[config.mk]
export PLATFORM = sky130hd
export DESIGN_NAME = seq_counter_ctrl_flat
export DESIGN_NICKNAME = d
export VERILOG_FILES = /design/src/rtl/seq_counter_ctrl_if.sv /design/src/rtl/seq_counter_ctrl.sv /design/src/flat_wrapper.sv
export SDC_FILE = /design/constraint.sdc
export NUM_CORES = 1
export LEC_CHECK = 0
export ABC_AREA = 1
export BUFFER_PORTS_ARGS = -buffer_cell sky130_fd_sc_hd__buf_4
export CORE_MARGIN = 10
export CORE_UTILIZATION = 30
export CTS_CLUSTER_DIAMETER = 150
export CTS_CLUSTER_SIZE = 25
export DETAILED_ROUTE_END_ITERATION = 7
export HOLD_SLACK_MARGIN = 0.15
export SLEW_MARGIN = 20
export SYNTH_ARGS = -nofsm -noshare
export SYNTH_HDL_FRONTEND = slang
export SYNTH_SLANG_ARGS = --single-unit
[constraint.sdc]
create_clock -name clk -period 2.6 [get_ports clk]
set_input_delay 0.13 -clock clk [delete_from_list [all_inputs] [get_ports clk]]
set_output_delay 0.13 -clock clk [all_outputs]
set_load 0.05 [all_outputs]
[src/rtl/seq_counter_ctrl_if.sv]
// Counter-side bus between the sequencer (master) and the 3-bit loadable
// sequence counter (slave).
interface seq_counter_ctrl_if;
    logic       cnt_load;
    logic [2:0] cnt_data;
    logic       cnt_step;
    logic [2:0] cnt_q;

    modport master (
        output cnt_load,
        output cnt_data,
        output cnt_step,
        input  cnt_q
    );

    modport slave (
        input  cnt_load,
        input  cnt_data,
        input  cnt_step,
        output cnt_q
    );
endinterface

[src/rtl/seq_counter_ctrl.sv]
// Sequencer for the 3-bit counter: debounces the three push buttons into
// press events and drives load/step strobes, auto-run, and stop-on-target.
module seq_counter_ctrl #(
    parameter int DEBOUNCE_CYCLES = 500000,
    parameter int DIV_BASE        = 6250000,
    parameter int PRE_W           = 26
) (
    input  logic                clk,
    input  logic                reset_n,
    input  logic                key_load_n,
    input  logic                key_step_n,
    input  logic                key_run_n,
    input  logic [2:0]          sw_load,
    input  logic [2:0]          sw_target,
    input  logic                target_en,
    input  logic [1:0]          rate_sel,
    seq_counter_ctrl_if.master  cnt_bus,
    output logic [1:0]          state,
    output logic [7:0]          step_count,
    output logic                match
);

    localparam int DB_W = (DEBOUNCE_CYCLES > 2) ? $clog2(DEBOUNCE_CYCLES) : 1;
    localparam logic [DB_W-1:0]  DB_LAST = DB_W'(DEBOUNCE_CYCLES - 1);
    localparam logic [PRE_W-1:0] BASE    = PRE_W'(DIV_BASE);

    typedef enum logic [1:0] {
        ST_IDLE  = 2'b00,
        ST_RUN   = 2'b01,
        ST_PAUSE = 2'b10,
        ST_DONE  = 2'b11
    } st_e;

    // Key index: 0 = load, 1 = step, 2 = run
    logic [2:0] keys_n;
    logic [2:0] press;

    assign keys_n = {key_run_n, key_step_n, key_load_n};

    for (genvar k = 0; k < 3; k++) begin : g_key
        logic            s1_q;
        logic            s2_q;
        logic            lvl_q;
        logic            lvl_d;
        logic            lvl_prev_q;
        logic [DB_W-1:0] cnt_q;
        logic [DB_W-1:0] cnt_d;

        // The stability count restarts whenever the synchronized level agrees
        // with the debounced one, so only an unbroken run of DEBOUNCE_CYCLES
        // differing cycles flips the level.
        always_comb begin
            cnt_d = '0;
            lvl_d = lvl_q;
            if (s2_q != lvl_q) begin
                if (cnt_q == DB_LAST) begin
                    lvl_d = s2_q;
                end else begin
                    cnt_d = cnt_q + 1'b1;
                end
            end
        end

        always_ff @(posedge clk or negedge reset_n) begin
            if (!reset_n) begin
                s1_q       <= 1'b1;
                s2_q       <= 1'b1;
                lvl_q      <= 1'b1;
                lvl_prev_q <= 1'b1;
                cnt_q      <= '0;
            end else begin
                s1_q       <= keys_n[k];
                s2_q       <= s1_q;
                lvl_q      <= lvl_d;
                lvl_prev_q <= lvl_q;
                cnt_q      <= cnt_d;
            end
        end

        assign press[k] = lvl_prev_q & ~lvl_q;
    end

    logic ev_load;
    logic ev_step;
    logic ev_run;

    assign ev_load = press[0];
    assign ev_step = press[1];
    assign ev_run  = press[2];

    st_e              state_q, state_d;
    logic [PRE_W-1:0] pre_q, pre_d;
    logic [PRE_W-1:0] period_q, period_d;
    logic [PRE_W-1:0] period_sel;
    logic [7:0]       sc_q, sc_d;
    logic             match_q, match_d;
    logic             load_q, load_d;
    logic [2:0]       data_q, data_d;
    logic             step_q, step_d;
    logic             run_step_q, run_step_d;
    logic             chk_q, chk_d;
    logic             hit;

    assign period_sel = BASE << rate_sel;

    // chk_q marks the cycle in which cnt_q already reflects a step issued
    // from RUN; a hit there stops the run ahead of any terminal count.
    assign hit = chk_q && target_en && (cnt_bus.cnt_q == sw_target);

    always_comb begin
        state_d    = state_q;
        pre_d      = pre_q;
        period_d   = period_q;
        sc_d       = sc_q;
        match_d    = match_q;
        load_d     = 1'b0;
        data_d     = data_q;
        step_d     = 1'b0;
        run_step_d = 1'b0;
        chk_d      = run_step_q;

        if (ev_load) begin
            load_d  = 1'b1;
            data_d  = sw_load;
            sc_d    = '0;
            pre_d   = '0;
            match_d = 1'b0;
            chk_d   = 1'b0;
            state_d = ST_IDLE;
        end else begin
            unique case (state_q)
                ST_IDLE: begin
                    if (ev_run) begin
                        state_d  = ST_RUN;
                        pre_d    = '0;
                        period_d = period_sel;
                    end else if (ev_step) begin
                        step_d = 1'b1;
                        sc_d   = sc_q + 8'd1;
                    end
                end
                ST_RUN: begin
                    if (ev_run) begin
                        state_d = ST_PAUSE;
                    end else if (hit) begin
                        state_d = ST_DONE;
                        match_d = 1'b1;
                    end else if (pre_q == period_q - 1'b1) begin
                        step_d     = 1'b1;
                        run_step_d = 1'b1;
                        sc_d       = sc_q + 8'd1;
                        pre_d      = '0;
                        period_d   = period_sel;
                    end else begin
                        pre_d = pre_q + 1'b1;
                    end
                end
                ST_PAUSE: begin
                    if (ev_run) begin
                        state_d = ST_RUN;
                    end else if (ev_step) begin
                        step_d = 1'b1;
                        sc_d   = sc_q + 8'd1;
                    end
                end
                ST_DONE: begin
                    if (ev_run) begin
                        state_d  = ST_RUN;
                        pre_d    = '0;
                        period_d = period_sel;
                        match_d  = 1'b0;
                    end
                end
                default: state_d = ST_IDLE;
            endcase
        end
    end

    always_ff @(posedge clk or negedge reset_n) begin
        if (!reset_n) begin
            state_q    <= ST_IDLE;
            pre_q      <= '0;
            period_q   <= BASE;
            sc_q       <= '0;
            match_q    <= 1'b0;
            load_q     <= 1'b0;
            data_q     <= '0;
            step_q     <= 1'b0;
            run_step_q <= 1'b0;
            chk_q      <= 1'b0;
        end else begin
            state_q    <= state_d;
            pre_q      <= pre_d;
            period_q   <= period_d;
            sc_q       <= sc_d;
            match_q    <= match_d;
            load_q     <= load_d;
            data_q     <= data_d;
            step_q     <= step_d;
            run_step_q <= run_step_d;
            chk_q      <= chk_d;
        end
    end

    assign cnt_bus.cnt_load = load_q;
    assign cnt_bus.cnt_data = data_q;
    assign cnt_bus.cnt_step = step_q;
    assign state            = state_q;
    assign step_count       = sc_q;
    assign match            = match_q;

endmodule

[src/flat_wrapper.sv]
// flat-port wrapper written by rule: the top's interface ports become plain ports
module seq_counter_ctrl_flat 
#(
    parameter int DEBOUNCE_CYCLES = 500000,
    parameter int DIV_BASE        = 6250000,
    parameter int PRE_W           = 26
)
  (clk, reset_n, key_load_n, key_step_n, key_run_n, sw_load, sw_target, target_en, rate_sel, state, step_count, match, cnt_bus_cnt_load, cnt_bus_cnt_data, cnt_bus_cnt_step, cnt_bus_cnt_q);
  seq_counter_ctrl_if cnt_bus_i ();
  input  logic clk;
  input  logic reset_n;
  input  logic key_load_n;
  input  logic key_step_n;
  input  logic key_run_n;
  input  logic [2:0] sw_load;
  input  logic [2:0] sw_target;
  input  logic target_en;
  input  logic [1:0] rate_sel;
  output logic [1:0] state;
  output logic [7:0] step_count;
  output logic match;
  output wire logic [$bits(cnt_bus_i.cnt_load)-1:0] cnt_bus_cnt_load;
  output wire logic [$bits(cnt_bus_i.cnt_data)-1:0] cnt_bus_cnt_data;
  output wire logic [$bits(cnt_bus_i.cnt_step)-1:0] cnt_bus_cnt_step;
  input wire logic [$bits(cnt_bus_i.cnt_q)-1:0] cnt_bus_cnt_q;
  assign cnt_bus_cnt_load = cnt_bus_i.cnt_load;
  assign cnt_bus_cnt_data = cnt_bus_i.cnt_data;
  assign cnt_bus_cnt_step = cnt_bus_i.cnt_step;
  assign cnt_bus_i.cnt_q = cnt_bus_cnt_q;
  seq_counter_ctrl #(.DEBOUNCE_CYCLES(DEBOUNCE_CYCLES), .DIV_BASE(DIV_BASE), .PRE_W(PRE_W)) u_core (.clk(clk), .reset_n(reset_n), .key_load_n(key_load_n), .key_step_n(key_step_n), .key_run_n(key_run_n), .sw_load(sw_load), .sw_target(sw_target), .target_en(target_en), .rate_sel(rate_sel), .cnt_bus(cnt_bus_i), .state(state), .step_count(step_count), .match(match));
endmodule
# Yosys cells after proc, flatten, opt, wreduce, memory -nomap -nowiden
# Index checks and enable logic that the tools add are counted.
# totals
inputBits,17
word_cells,127
reg_bits,139
out_inout_bits,16
# op_classes
mux,45
reduce_logical,18
shifts,1
addsub,6
n_eq_ne,25
bitwise,7
# ops
operator,n
26-bit two-way mux,9
19-bit two-way mux,6
26-bit one-hot mux with 2 select lines,2
19-bit by 1-bit adder with 19-bit output (second input constant),3
19-bit equality test (second input constant),3
8-bit two-way mux,6
26-bit by 1-bit adder with 26-bit output (second input constant),1
26-bit equality test,1
23-bit by 2-bit << shifter with 26-bit output (first input constant),1
26-bit by 1-bit subtractor with 26-bit output (second input constant),1
3-bit by 1-bit inequality test with 1-bit output (second input constant),6
8-bit one-hot mux with 2 select lines,1
1-bit two-way mux,14
6-bit AND reduction,2
3-bit by 2-bit inequality test with 1-bit output (second input constant),3
3-bit nonzero test,3
8-bit by 1-bit adder with 8-bit output (second input constant),1
2-bit two-way mux,4
2-bit AND reduction,4
4-bit AND reduction,2
2-bit equality test (second input constant),2
2-bit by 1-bit inequality test with 1-bit output (second input constant),2
2-bit inequality test (second input constant),2
4-bit by 1-bit inequality test with 1-bit output (second input constant),1
12 further kinds,22

# Logic depth before layout (Yosys ltp)
# Gate-level depths: netlist of run 1.
# logic_depth
ltp_word,7
depth_mapped,17
ltp_nobuf,17

# Worst setup path after synthesis of run 1
# Ideal clock, no wire load.
# synth_path
path_type,register to register
start,register u_core.state_q[0] (netlist: u_core.state[0])
end,register u_core.pre_q[11]
arrival_time_ps,2042
period_less_slack_ps,2160
setup_ps,119
n_path_buf,1
slack_ps,440
path_stages_with_launch,11
t_required_ps,2481
path_cell_list,dfrtp_1 > inv_1 > ha_1 > nor2_1 > o21ai_0 > nand2_2 > inv_1 > buf_2 > nand2_1 > xor2_1 > nor2_1
# synth_between
elab_chain_len,4
elab_cells_between_ends,11
cone_classes,5 x eq/ne; 2 x mux; 4 x reduce/logical
# synth_lines
item,line,source
start: declaration,seq_counter_ctrl.sv:91,"st_e state_q, state_d;"
start signal: assignment,seq_counter_ctrl.sv:192,state_q <= state_d;
2-bit equality test or 2-bit logical NOT (tied branches),seq_counter_ctrl.sv:131,unique case (state_q)
2-bit OR reduction (no line),n/a,
"3-bit by 1-bit inequality test with 1-bit output (no line), or another cell as far along",n/a,
4-bit AND reduction (no line) or 26-bit two-way mux (tied branches),n/a,
end signal: assignment,seq_counter_ctrl.sv:193,pre_q <= pre_d;
end: declaration,seq_counter_ctrl.sv:92,"logic [PRE_W-1:0] pre_q, pre_d;"
# Several ways; a longest one is shown, not always the timed one.
# A chain may end at the register's enable or synchronous reset.

# Worst setup path in the final report of run 1
# layout_path
start,register u_core.period_q[9]
end,register u_core.sc_q[2] (netlist: u_core.step_count[2])
# layout_between
elab_chain_len,4
# layout_lines
item,line,source
start: declaration,seq_counter_ctrl.sv:93,"logic [PRE_W-1:0] period_q, period_d;"
start signal: assignment,seq_counter_ctrl.sv:194,period_q <= period_d;
26-bit by 1-bit subtractor with 26-bit output,seq_counter_ctrl.sv:148,end else if (pre_q == period_q - 1'b1) begin
26-bit equality test,seq_counter_ctrl.sv:148,
3-bit by 1-bit inequality test with 1-bit output (no line),n/a,
6-bit AND reduction (no line),n/a,
end signal: assignment,seq_counter_ctrl.sv:184,sc_q <= '0;
end signal: assignment,seq_counter_ctrl.sv:195,sc_q <= sc_d;
end: declaration,seq_counter_ctrl.sv:95,"logic [7:0] sc_q, sc_d;"
# No other way between the ends.

==> metrics, run 1 <==
I/O pin count=33; Total Routing Usage GR=0.1152; CTS clk-pin slew, worst paths=60 ps; asr flop ratio synth=1.000; Netlist Area Pre-Place=6758 um^2; critical path launch point type=register; met1 Track Usage GR=0.1446; maximum vdd drop=between 0.4 and 0.5 mV; Clock Sinks=124; prevailing post-synth register cell=dfrtp_1; Initial Util=0.3068; ANT cells=0; Seq/Total Area, Yosys=0.4625; pre-CTS setup slack=around 410 ps; skew final=approximately 9 ps; Critical Path RT=2910 ps; Post-Route WL=15.91 mm; Crit path arrival time=2520 ps; CP dominant cell by count=nand2_1; met3 global-route usage=0.02985; post-detail-place hpwl=11.62 mm; Num CTS Buffers=17; post-route setup slack=384.6 ps; CP Class=register to register; layout cells sized above 1=0.1281; total vias in the final route=5,733; WL/cell=12.83 um; Worst-Margin Slew=around 600 ps; NumNets Final=974; Power Density=566.1 nW/um^2; TritonCTS clock tree=done; setup tns final=0 ps; Worst Reg-to-Reg Cells=16; GRT overflow=0; met2 GRT Util=0.1855; DRT iter0 DRCs=304; slowest cell on the critical path=dfstp_2; CP endpoint kind=register; Root Buffer=clkbuf_16; initial antenna violation count=0; Slew Limit Fails=0; crit-path cells=inv_2, ha_1, nand2_1, nand2_1, nor2_1, nand2_1, nor2_1, nand2_1, nor2_2, nand2_2, nand2_4, nand2_2, nand2_4, nand2_4, nand2_1, nand2_1; 1st-pass router iterations=7; status=completed; Yosys reg bits=124; cts repair resizes=0; period utilization=0.8521; Leakage=between 3 and 4 nW; Vias/cell=4.623; Die Ht=approximately 170 um; Worst Hold Class=primary input to asynchronous set/reset pin; GRT busiest layer=met2; first-pass GRT wire length=~27 mm; IO Port Bufs=32; final hold violation count=0; # H-tree levels=4; row count=54; minimum clock period=2215 ps; latest clock arrival within the worst-skew pair=420 ps; Core ar.=22,030 um^2; Fillers=2,290; setup violators final=0; Area growth syn-to-layout=19.72%; Register Area=3126 um^2; Yosys warnings=0; Post-synth EDFFs=0; CP bufs+invs=1; post-synth cell types=43; slowest stage delay, CP=560 ps; Synth Area per Inst=7.619 um^2; max_slew headroom=0.6010; critical path peak fanout=9; gp weighted congestion=0.9374; pin count of the biggest net entering global routing=61; Antenna Nets Post-Route=0; cells after synthesis=a little under 900; DIE WIDTH=170.1 um; Max Freq=roughly 450 MHz; Post-Syn Nets=around 900; Max Buffers Root-to-Sink=2; RSZ-0062 raised after global routing=no; vias in the first global route=5,677; Residual DRC=0; area of the multi-input gates=3128 um^2; die area=28,930 um^2; delay-heaviest family, CP=simple AND/OR/NAND/NOR gates; max cap viols=0; CP Depth=16
per-layer routing:
metal	vias up	routed length (um)
met4	0	316
met3	27	649
li1	2940	-
met5	-	0
met2	99	7367
met1	2667	7577
cells in the mapped netlist (2+ instances only):
cell type	number	area, um^2
a211oi_1	4	30.03
a21oi_1	35	175.2
a21oi_2	2	17.52
a31oi_1	2	12.51
and2_1	2	12.51
buf_2	4	20.02
clkbuf_1	2	7.510
dfrtp_1	106	2653
dfstp_2	18	473.0
ha_1	10	125.1
inv_1	118	442.9
inv_2	4	15.01
nand2_1	215	807.0
nand2_2	3	18.77
nand2_4	4	45.04
nand3_1	61	305.3
nand4_1	20	125.1
nor2_1	137	514.2
nor2_2	11	68.82
nor3_1	22	110.1
nor3_2	3	30.03
nor3b_1	6	45.04
nor4_1	6	37.54
o211ai_1	5	37.54
o21ai_0	23	115.1
o21ai_1	6	30.03
o22ai_1	3	18.77
or2_0	2	12.51
or2_2	2	12.51
xnor2_1	13	113.9
xor2_1	26	227.7
cell type report:
class / instances / area share
clock buffer: 19 / 0.05599
clock inverter: 13 / 0.02041
inverter: 123 / 0.05707
multi-input combinational: 632 / 0.3866
sequential: 124 / 0.3863
tap: 280 / 0.04330
timing repair buffer: 49 / 0.05026
power by group:
group	internal (W)	switching, W
Clock	0.00156	0.000923
Combinational	0.0000479	0.0000821
Sequential	0.00195	0.0000111
sequential cells by signal, summed over array words and instances (netlist names):
signal,count
u_core.g_key.cnt_q,57
u_core.pre_q,26
u_core.period_q,11
u_core.step_count,8
u_core.cnt_bus.cnt_data,3
u_core.g_key.lvl_prev_q,3
u_core.g_key.lvl_q,3
u_core.g_key.s1_q,3
u_core.g_key.s2_q,3
u_core.state,2
u_core.chk_q,1
u_core.cnt_bus.cnt_load,1
u_core.cnt_bus.cnt_step,1
u_core.match,1
u_core.run_step_q,1
repair_timing:
| item | CTS | global route |
|---|---|---|
| endpoints found under the setup margin | 0 | 0 |
| hold buffers | 9 | 0 |
| endpoints found under the hold margin | 74 | 0 |
| buffers inserted | 0 | 0 |
cell usage in the layout, fill, tap and decap left out, types with 2 or more instances in the layout:
| cell type | n |
|---|---|
| nand2_1 | 215 |
| nor2_1 | 137 |
| inv_1 | 118 |
| dfrtp_1 | 106 |
| nand3_1 | 61 |
| buf_4 | 38 |
| a21oi_1 | 35 |
| xor2_1 | 26 |
| o21ai_0 | 23 |
| nor3_1 | 22 |
| nand4_1 | 20 |
| dfstp_2 | 18 |
| clkbuf_16 | 17 |
| xnor2_1 | 13 |
| nor2_2 | 11 |
| ha_1 | 10 |
| dlygate4sd3_1 | 9 |
| nor4_1 | 6 |
| nor3b_1 | 6 |
| o21ai_1 | 6 |
| o211ai_1 | 5 |
| a211oi_1 | 4 |
| inv_2 | 4 |
| nand2_4 | 4 |
| clkinv_4 | 4 |
| nor3_2 | 3 |
| nand2_2 | 3 |
| o22ai_1 | 3 |
| bufinv_16 | 3 |
| clkinv_2 | 3 |
| or2_0 | 2 |
| or2_2 | 2 |
| a21oi_2 | 2 |
| and2_1 | 2 |
| a31oi_1 | 2 |
| inv_6 | 2 |
| clkbuf_8 | 2 |
final timing paths:
path | startpoint | to | slack [ps]
worst max-delay path | u_core.period_q[9]$_DFFE_PN1P_ | u_core.step_count[2]$_DFFE_PN0P_ | 380
worst max register to register | u_core.period_q[9]$_DFFE_PN1P_ | u_core.step_count[2]$_DFFE_PN0P_ | 380
worst min-delay path | reset_n | u_core.pre_q[18]$_DFFE_PN0P_ | 280
min in group clk | u_core.g_key[0].s1_q$_DFF_PN1_ | u_core.g_key[0].s2_q$_DFF_PN1_ | 350
worst min register to register | u_core.g_key[0].s1_q$_DFF_PN1_ | u_core.g_key[0].s2_q$_DFF_PN1_ | 350
max in group asynchronous | reset_n | u_core.period_q[17]$_DFFE_PN1P_ | 1580
cells by family after synthesis:
family                     share of synthesized area
AOI/OAI and AO/OA                            0.06943
xor gates and xnor gates                     0.05055
adders and majority gates                    0.01852
buffers and inverters                        0.07461
DFF                                           0.4625
muxes                                       0.001666
and+or+nand+nor                               0.3227
stage by stage:
| stage | instance area (um^2) | instances | utilization | power (W) | hold WS [ps] |
|---|---|---|---|---|---|
| final | 8090 | 1240 | 0.3673 | 0.004580 | 281.9 |
| after global placement | 7382 | 1199 | 0.3352 | 0.002117 | 154.0 |
| after global routing | 8090 | 1240 | 0.3673 | 0.004738 | 348.9 |
| after floorplan | 6758 | 887 | - | 0.002036 | -165.6 |
| after detailed placement | 7382 | 1199 | 0.3352 | 0.002120 | 159.8 |
| after CTS | 8090 | 1240 | 0.3673 | 0.004638 | 313.5 |
Power figures use the tool's default switching activity.
==> run 2, diff against run 1 <==
CORE_MARGIN = 2   (was 10)
SETUP_SLACK_MARGIN = 0.3   (was unset)
==> metrics, run 2 (synthesis results as in run 1) <==
status=completed (unchanged); Crit path arrival time=2500 ps (was 2520 ps); TritonCTS clock tree=done (unchanged); total power=0.004607 W (was 0.004580 W); max cap viols=0 (unchanged); CTS clk-pin slew, worst paths=60 ps (about the same); Largest regs=u_core.g_key.cnt_q x57, u_core.pre_q x26, u_core.period_q x11 (unchanged); Core ar.=21,960 um^2 (was 22,030 um^2); placed cells=1,200 (was 1,199); Largest register FFs=57 (unchanged); die area=23,740 um^2 (was 28,930 um^2); met3 global-route usage=0.03946 (was 0.02985); RSZ-0062 raised after global routing=no (unchanged); Post-Layout Cell Count=1,250 (was 1,240); Worst Reg-to-Reg Cells=16 (unchanged); Vias/cell=4.633 (was 4.623); row count=54 (unchanged); Worst Hold Class=primary input to asynchronous set/reset pin (unchanged); CP endpoint kind=register (unchanged); ANT cells=0 (unchanged); skew final=5.324 ps (was 9.247 ps); final hold violation count=0 (unchanged); max_slew headroom=0.5145 (was 0.6010); Die Ht=154.1 um (was 170.1 um); most frequent cells in the layout=nand2_1 (210), nor2_1 (135), inv_1 (117) (was nand2_1 (215), nor2_1 (137), inv_1 (118)); Reg2Reg Launch Point=u_core.period_q[9]$_DFFE_PN1P_ (unchanged); Slew Limit Fails=0 (unchanged); Max Freq=454.8 MHz (was 451.4 MHz); Clock Sinks=124 (unchanged); latest clock arrival within the worst-skew pair=410 ps (was 420 ps); setup violators final=0 (unchanged); Leakage=3.870 nW (was 3.812 nW); initial antenna violation count=0 (unchanged); reg2reg end=u_core.step_count[3]$_DFFE_PN0P_ (was u_core.step_count[2]$_DFFE_PN0P_); critical path launch point type=register (unchanged); crit-path cells=clkinv_4, ha_4, nand2_2, nand2_1, nor2_1, nand2_1, nor2_1, nand2_1, nor2_4, nand2_2, nand2_4, nand2_4, nand2_8, nand2_8, nand2_1, nand2_1 (was inv_2, ha_1, nand2_1, nand2_1, nor2_1, nand2_1, nor2_1, nand2_1, nor2_2, nand2_2, nand2_4, nand2_2, nand2_4, nand2_4, nand2_1, nand2_1); GRT overflow=0 (unchanged); Initial Util=0.3077 (was 0.3068); pre-CTS setup slack=363.3 ps (was 406.6 ps); I/O pin count=33 (unchanged); slowest cell on the critical path=dfstp_2 (unchanged); WL/cell=12.54 um (was 12.83 um); flop2flop setup slack=400 ps (was 380 ps); critical path peak fanout=8 (was 9); Critical Path Start=u_core.period_q[9]$_DFFE_PN1P_ (unchanged); Root Buffer=clkbuf_16 (unchanged); Area growth syn-to-layout=22.26% (was 19.72%); minimum clock period=2199 ps (was 2215 ps); Antenna Nets Post-Route=0 (unchanged); total vias in the final route=5,791 (was 5,733); commonest non-fill, non-tap cell in the layout=nand2_1 (unchanged); layout cells sized above 1=0.1474 (was 0.1281); period utilization=0.8458 (was 0.8521); gp weighted congestion=0.8977 (was 0.9374); Critical Path RT=2900 ps (was 2910 ps); DRT iter0 DRCs=382 (was 304); Max Buffers Root-to-Sink=2 (unchanged); Worst-Margin Slew=728.3 ps (was 598.5 ps); slowest stage delay, CP=580 ps (was 560 ps); register name with the most flops=u_core.g_key.cnt_q (unchanged); first-pass GRT wire length=26.83 mm (was 27.17 mm); Min Hold Slack=308.3 ps (was 281.9 ps); CP Class=register to register (unchanged); post-detail-place hpwl=11.37 mm (was 11.62 mm); IO Port Bufs=32 (unchanged); met1 Track Usage GR=0.1814 (was 0.1446); maximum vdd drop=0.4192 mV (was 0.4211 mV); NumNets Final=984 (was 974); critical path capture point=u_core.step_count[3]$_DFFE_PN0P_ (was u_core.step_count[2]$_DFFE_PN0P_); DIE WIDTH=154.1 um (was 170.1 um); vias in the first global route=5,633 (was 5,677); Num CTS Buffers=17 (unchanged); Residual DRC=0 (unchanged); CP dominant cell by count=nand2_1 (unchanged); met2 GRT Util=0.2281 (was 0.1855); pin count of the biggest net entering global routing=53 (was 61); Total Routing Usage GR=0.1392 (was 0.1152); 1st-pass router iterations=5 (was 7); # H-tree levels=4 (unchanged); setup tns final=0 ps (unchanged); post-route setup slack=401.0 ps (was 384.6 ps); GRT busiest layer=met2 (unchanged); Power Density=557.6 nW/um^2 (was 566.1 nW/um^2); Post-Route WL=15.68 mm (was 15.91 mm)
run 2: cell types whose count changed in the layout (fill, tap and decap cells not counted), sizes merged:
cell / delta
buf: +10
clkinvlp: +4
clkbuf: +1
clkinv: -5
run 2: critical path: cells and delay by family, from the launching register on:
family | cells | cell delay (ps)
flops | 1 | 580
simple gates | 14 | 1180
fa+ha+maj | 1 | 240
buf+inv | 1 | 90
run 2: area by class of cell:
type / instances / area [um^2]
clock inverters: 12 / 160.2
flip-flops and latches: 124 / 3126
multi-input cells: 632 / 3196
repair buffers: 59 / 490.5
well taps: 280 / 350.3
inverters: 123 / 473.0
clock buffers: 20 / 466.7
fillers: 2202 / 13700
run 2: power by group:
| group | total (W) | switching, W | internal [W] |
|---|---|---|---|
| logic | 0.000129 | 0.0000811 | 0.0000484 |
| clock network | 0.00252 | 0.000922 | 0.00159 |
| registers | 0.00196 | 0.0000107 | 0.00195 |
run 2: stage by stage:
step,area [um^2],utilization
final,8262,0.3762
after global routing,8262,0.3762
after CTS,8103,0.3690
after detailed placement,7386,0.3364
after global placement,7386,0.3364
after floorplan,6758,-
run 2: layer usage:
layer  vias up  wire (um)  share of wire
li1       2974          -              -
met1      2684       7427           0.47
met2       121       7312           0.47
met3        12        740          0.047
met4         0        193          0.012
met5         -          0              0
run 2: how the worst min path moves through the flow:
stage          cells after the start                             end  slack, ps
2_1_floorplan                      0          u_core.chk_q$_DFF_PN0_       -170
3_3_place_gp                       1    u_core.pre_q[20]$_DFFE_PN0P_        230
3_5_place_dp                       1    u_core.pre_q[20]$_DFFE_PN0P_        230
4_1_cts                            2    u_core.pre_q[17]$_DFFE_PN0P_        340
5_1_grt                            2  u_core.g_key[2].s1_q$_DFF_PN1_        350
6_report                           2    u_core.pre_q[15]$_DFFE_PN0P_        310
run 2: what timing repair did:
action,4_1_cts,5_1_grt
hold buffers,9,0
setup endpoints to repair,0,35
setup buffers,0,9
hold endpoints to repair,59,0
gates resized for setup,0,19
